===== src/rtl/bcd2hex.sv =====
// Converts two 2-digit BCD pairs into binary h_val/l_val using a sequential reverse double-dabble.
// Start/done handshake; a conversion with a non-decimal digit or an out-of-range pair reports err and holds the outputs.
module bcd2hex_top #(
    parameter int H_W   = 6,
    parameter int L_W   = 7,
    parameter int H_MAX = 59,
    parameter int L_MAX = 99
) (
    input  logic           clk,
    input  logic           rst,
    input  logic           start,
    input  logic [3:0]     bcd_a,
    input  logic [3:0]     bcd_b,
    input  logic [3:0]     bcd_c,
    input  logic [3:0]     bcd_d,
    output logic           busy,
    output logic           done,
    output logic           err,
    output logic [H_W-1:0] h_val,
    output logic [L_W-1:0] l_val
);

    localparam logic [1:0] S_IDLE  = 2'd0;
    localparam logic [1:0] S_SHIFT = 2'd1;
    localparam logic [1:0] S_CHECK = 2'd2;

    localparam logic [6:0] H_LIM = 7'(H_MAX);
    localparam logic [6:0] L_LIM = 7'(L_MAX);

    logic [1:0] state;
    logic [7:0] hbcd, lbcd;
    logic [6:0] hbin, lbin;
    logic [2:0] cnt;
    logic       bad_dig;

    logic [7:0] hbcd_sh, lbcd_sh;
    logic [6:0] hbin_sh, lbin_sh;
    logic       err_n;

    // After each right shift, a nibble that received a carried-in 8 is corrected back to decimal by subtracting 3.
    function automatic logic [7:0] fix_nibbles(input logic [7:0] v);
        logic [7:0] r;
        r = v;
        if (r[7:4] >= 4'd8) r[7:4] = r[7:4] - 4'd3;
        if (r[3:0] >= 4'd8) r[3:0] = r[3:0] - 4'd3;
        return r;
    endfunction

    always_comb begin
        hbcd_sh = fix_nibbles({1'b0, hbcd[7:1]});
        lbcd_sh = fix_nibbles({1'b0, lbcd[7:1]});
        hbin_sh = {hbcd[0], hbin[6:1]};
        lbin_sh = {lbcd[0], lbin[6:1]};
        err_n   = bad_dig | (hbin > H_LIM) | (lbin > L_LIM);
    end

    always_ff @(posedge clk or negedge rst) begin
        if (!rst) begin
            state   <= S_IDLE;
            hbcd    <= '0;
            lbcd    <= '0;
            hbin    <= '0;
            lbin    <= '0;
            cnt     <= '0;
            bad_dig <= 1'b0;
            busy    <= 1'b0;
            done    <= 1'b0;
            err     <= 1'b0;
            h_val   <= '0;
            l_val   <= '0;
        end else begin
            case (state)
                S_IDLE: begin
                    done <= 1'b0;
                    if (start) begin
                        hbcd    <= {bcd_a, bcd_b};
                        lbcd    <= {bcd_c, bcd_d};
                        hbin    <= '0;
                        lbin    <= '0;
                        bad_dig <= (bcd_a > 4'd9) | (bcd_b > 4'd9) |
                                   (bcd_c > 4'd9) | (bcd_d > 4'd9);
                        cnt     <= '0;
                        busy    <= 1'b1;
                        state   <= S_SHIFT;
                    end
                end
                S_SHIFT: begin
                    hbcd <= hbcd_sh;
                    lbcd <= lbcd_sh;
                    hbin <= hbin_sh;
                    lbin <= lbin_sh;
                    cnt  <= cnt + 3'd1;
                    if (cnt == 3'd6) state <= S_CHECK;
                end
                S_CHECK: begin
                    if (!err_n) begin
                        h_val <= hbin[H_W-1:0];
                        l_val <= lbin[L_W-1:0];
                    end
                    err   <= err_n;
                    done  <= 1'b1;
                    busy  <= 1'b0;
                    state <= S_IDLE;
                end
                default: state <= S_IDLE;
            endcase
        end
    end

endmodule

===== config.mk =====
export PLATFORM = sky130hd
export DESIGN_NAME = bcd2hex_top
export DESIGN_NICKNAME = d
export VERILOG_FILES = /design/src/rtl/bcd2hex.sv
export SDC_FILE = /design/constraint.sdc
export NUM_CORES = 1
export LEC_CHECK = 0
export CORE_MARGIN = 2
export CORE_UTILIZATION = 32
export DETAILED_ROUTE_END_ITERATION = 8
export GPL_TIMING_DRIVEN = 0
export PLACE_DENSITY_LB_ADDON = 0.2
export SETUP_SLACK_MARGIN = 0.2
export SLEW_MARGIN = 10
export SYNTH_ARGS = -nofsm -noshare
export SYNTH_HDL_FRONTEND = slang
export SYNTH_SLANG_ARGS = --single-unit

===== constraint.sdc =====
create_clock -name clk -period 1.4 [get_ports clk]
set_input_delay 0.28 -clock clk [delete_from_list [all_inputs] [get_ports clk]]
set_output_delay 0.28 -clock clk [all_outputs]
set_load 0.05 [all_outputs]

After elaboration in Yosys (flattened, before gate mapping) --
Cells that the tools add are included.
Operators by class: reduce and logical (&&, ||, !) cells 8, add/sub/neg operators 3, magnitude comparators 8, bitwise gates (word level) 6, mux-type cells 17, equal/unequal tests 5
Operator list (count):
- $pmux 8 s2 | 2
- $pmux 7 s2 | 2
- $gt 4x4->1 const B | 4
- $mux 8 | 2
- $reduce_and 2->1 | 5
- $ge 4x4->1 const B | 2
- $mux 4 | 2
- $sub 4x2->4 const B | 2
- $gt 7x6->1 const B | 1
- $gt 7x7->1 const B | 1
- $mux 7 | 1
- $pmux 3 s2 | 1
- $or 1x1->1 | 5
- $mux 2 | 2
- $ne 2x2->1 const B | 2
- $pmux 1 s2 | 2
- $pmux 2 s2 | 1
- $reduce_bool 2->1 | 2
- $add 3x1->3 const B | 1
- $eq 3x3->1 const B | 1
- $mux 3 | 1
- $eq 2x1->1 const B | 1
- $eq 2x2->1 const B | 1
- $logic_not 2->1 | 1
- other kinds (2) | 2
Word-level totals: bits in registers 52, word-level logic and storage cells 59, output and inout bits 16, bits of input ports 19

Longest topological paths before layout --
depth after elaboration 5, depth in mapped cells 7, depth with buffers taken out 6

Worst setup path before layout --
OpenSTA, ideal clock, no wires.
path kind register -> register, from reg lbin[4], to reg h_val[0], setup slack -78 ps, data arrival time 1353 ps, data required time 1275 ps, period minus slack after synthesis 1478 ps, cell stages (with the launch flop) 5, setup time 125 ps, path buffers 1, cell sequence dfrtp_1 -> o311ai_2 -> nand4_2 -> buf_6 -> mux2_4
On the way: longest elaborated chain between the ends 4
RTL lines:
- start: declaration | line 32 | logic [6:0] hbin, lbin;
- start signal: assignment | line 91 | lbin <= lbin_sh;
- $gt 7x7->1 | line 54 | err_n = bad_dig | (hbin > H_LIM) | (lbin > L_LIM);
- $or 1x1->1 | line 54
- $not 1->1 (no line)
- $reduce_and 2->1 (no line)
- end signal: assignment | line 97 | h_val <= hbin[H_W-1:0];
- end: declaration | line 19 | output logic [H_W-1:0] h_val,
No other way between the ends. A chain may end at the register's enable or synchronous reset.

Worst setup path after layout --
from reg lbin[4], to reg h_val[5]
Same word-level chain as after synthesis.

==> key figures <==
Timing
  • Hold violation count in the final report: 0
  • Relative slew margins: between 60% and 70%
  • Actual slew at the worst max-slew pin: 589.0 ps
  • Ratio of final minimum period to clock period: 105.1%
  • Final Max Tran Viols: 0
  • Clock Skews: 8.273 ps
  • Tmin final: 1472 ps
  • Peak clock frequency supported by timing: 0.6795 GHz
  • Final count of negative-setup-slack endpoints: 14
  • Final hold slack: 466.8 ps
  • Crit path setup slack, layout: -71.67 ps
  • Unrepaired setup endpoints after global routing: true

Hold path
  • Worst hold-check path type: input port to asynchronous set/reset pin

Detailed routing
  • Via/cell ratio: 4.850
  • Final routed DRC violation total: 0
  • Drt total wl: 6.089 mm
  • DRC violation total after the first TritonRoute iteration: 70
  • Antenna-violating nets left: 0
  • Overall via count from detail_route: 1877
  • DR WL/cell: 15.73 um
  • First-pass iteration count of the detailed router: 4

Global routing
  • GRT Resource Usage Total: 15.97%
  • Most Used Layer, Global Route: met2
  • Total overflow reported by the global router: 0
  • Initial antenna violation count: 0
  • Via count of the first global-routing pass: 1845
  • Global Route met1 Usage: 21.33%
  • Met2 global-route usage: 25.72%
  • GR Layer Usage met3: 3.232%
  • Global-route wire length before repair: 9.522 mm
  • Maximum number of pins on one net before global-route repair: 31

Yosys
  • Async set or reset register ratio after synthesis: 100.0%
  • Gate count after technology mapping: 204
  • Most numerous cell in the Yosys netlist: sky130_fd_sc_hd__dfrtp_1
  • Yosys warns: 0
  • Average instance area after synthesis: 11.46 um2
  • Total nets after synthesis: 229
  • Most instantiated flip-flop cell in the synthesis netlist: sky130_fd_sc_hd__dfrtp_1
  • Synth cell types: 35
  • Seq/Total Area, Yosys: 55.64%
  • Post-synthesis sequential element count: 52
  • Top cells by count, synth: 52 x sky130_fd_sc_hd__dfrtp_1, 20 x sky130_fd_sc_hd__o21ai_0, 16 x sky130_fd_sc_hd__nand2_1, 14 x sky130_fd_sc_hd__a22o_1
  • Number of enable-type register cells in the synthesized netlist: 0
  • Leading post-synthesis cells by cell area: sky130_fd_sc_hd__dfrtp_1 56%, sky130_fd_sc_hd__a22o_1 5.2%, sky130_fd_sc_hd__mux2_4 4.5%
  • Netlist Area Pre-Place: 0.002338 mm2
  • Post-synthesis cell type with the largest combined area: sky130_fd_sc_hd__dfrtp_1
  • Yosys top cell area share: 55.64%

Setup path
  • Biggest fanout along the worst timing path: 8
  • Worst Path Class, Setup: register to register
  • Register-to-register setup slack: -70 ps
  • Crit path max-delay cell type: sky130_fd_sc_hd__dfrtp_2
  • Signal arrival time at the worst endpoint: about 1700 ps
  • Kind of end point of the critical path: register
  • Slowest stage delay, CP: 450 ps
  • Sort of element at the start of the critical path: register
  • Critical path data required time: 1610 ps
  • Sequence of cells on the critical path: o311ai_4, nand4_4, buf_8, mux2_4

Finish
  • Summed area of non-filler cells in the final layout: 0.003705 mm2
  • Relative area change from synthesis to final layout: 58.43%
  • Fraction of final layout cells sized beyond drive strength 1: a little under half
  • Number of antenna repair diodes: 0
  • Fin nets: 312
  • Core utilization of the finished layout: roughly half

Die
  • Area enclosed by the die boundary: 0.008008 mm2
  • Number of top-level pins: 35
  • Effective utilization at floorplan: 32.59%
  • CORE AREA: 0.007176 mm2
  • Y dimension of the die: 89.49 um
  • Floorplan die width: between 80 and 90 um
  • Row count: 31

Run
  • Max-cap check violation count: 0

Clocking
  • Max H-tree Level: 2
  • Clock insertion delay at the later pin of the skew report: 310 ps
  • CTS tree: yes
  • Max Buffers Root-to-Sink: 2
  • Clock input transition at the sequential cells of the worst setup and hold paths: 100 ps
  • Number of buffers created by CTS: 5
  • Clock root buffer master: sky130_fd_sc_hd__clkbuf_8
  • Clock sink total: 52

Outcome
  • Violated checks: negative setup slack
  • Run status: finished, violations left

Place
  • Placement Setup Slack: -267.9 ps
  • DPL Wire Length: 3.457 mm
  • Count of buffers from port buffering: 33
  • Post-detailed-placement cell area: 0.002858 mm2
  • Global placement routability congestion: slightly above 0.7

Pwr
  • Leakage power summed over all cells: 0.001717 uW
  • PD cells: 2025 mW/mm2
  • Final Power: 7503 uW
  • Worst voltage drop across the vdd grid: 0.0007744 V
-- final timing paths --
check / start / endpoint / cells after the start
max: lbin[4]$_DFFE_PN0P_ / h_val[5]$_DFFE_PN0P_ / 4
min: rst / l_val[0]$_DFFE_PN0P_ / 2
max reg2reg: lbin[4]$_DFFE_PN0P_ / h_val[5]$_DFFE_PN0P_ / 4
min reg2reg: lbcd[6]$_DFFE_PN0P_ / lbcd[6]$_DFFE_PN0P_ / 2
max in group asynchronous: rst / hbcd[1]$_DFFE_PN0P_ / 3
min in group clk: lbcd[6]$_DFFE_PN0P_ / lbcd[6]$_DFFE_PN0P_ / 2
-- critical path, delay by kind of cell, from the launching register on --
| kind | cells | cell delay [ps] |
|---|---|---|
| DFF | 1 | 450 |
| AOI/OAI and AO/OA | 1 | 320 |
| muxes | 1 | 290 |
| buffers and inverters | 1 | 170 |
| and+or+nand+nor | 1 | 130 |
-- report_power, final --
part	switching, uW	internal (uW)	leakage, uW
registers	502	2010	0.000673
clock network	523	357	0.0000414
logic	1900	2210	0.00100
-- cell type report --
class                           instances  area [um2]
Timing Repair Buffer                   75       793.3
Buffer                                 11       132.6
Multi-Input combinational cell        134        1227
Clock buffer                            6       72.57
Tap cell                               99       123.9
Sequential cell                        52        1304
Inverter                                8       35.03
Clock inverter                          2       16.27
Fill cell                             628        3471
-- stage by stage --
step | TNS, ps | instances
6_report | -701.6 | 387
5_1_grt | -1283 | 387
4_1_cts | -638.9 | 376
3_5_place_dp | -3242 | 337
3_3_place_gp | -85550 | 336
2_1_floorplan | -434.1 | 204
-- routing by layer --
| metal | up-vias | routed length [um] |
|---|---|---|
| met1 | 919 | 2744 |
| li1 | 892 | - |
| met4 | 0 | 177 |
| met5 | - | 0 |
| met2 | 49 | 2884 |
| met3 | 17 | 282 |
-- cells by family (layout without fill, tap and decap cells) --
kind of cell,Yosys count,count (layout),synth area share (%)
compound gates,60,61,16.75
flops,52,52,55.64
simple gates,43,43,8.775
mux,20,20,10.27
buf+inv,19,102,3.852
fa+ha+maj,6,6,3.210
xor+xnor,4,4,1.498
-- registers in the layout (all words and copies together), names as in the netlist --
name     flops
err          1
busy         1
done         1
state        2
lbcd         8
l_val        7
hbcd         8
hbin         7
lbin         7
bad_dig      1
h_val        6
cnt          3
-- placed cells by master, fill, tap and decap left out, drive strengths merged, types with 9 or more instances in the layout --
| cell | n |
|---|---|
| a21oi | 13 |
| a22o | 14 |
| buf | 67 |
| clkdlybuf4s50 | 16 |
| dfrtp | 52 |
| mux2 | 11 |
| mux2i | 9 |
| nand2 | 16 |
| nor2 | 14 |
| o21ai | 22 |
-- repair_timing --
action,4_1_cts,5_1_grt
hold endpoints to repair,22,0
hold buffers,1,0
pin swaps,31,17
endpoints found under the setup margin,63,58
gates cloned,7,0
resized for setup,162,50
setup buffers,23,11
Power figures use the tool's default switching activity.
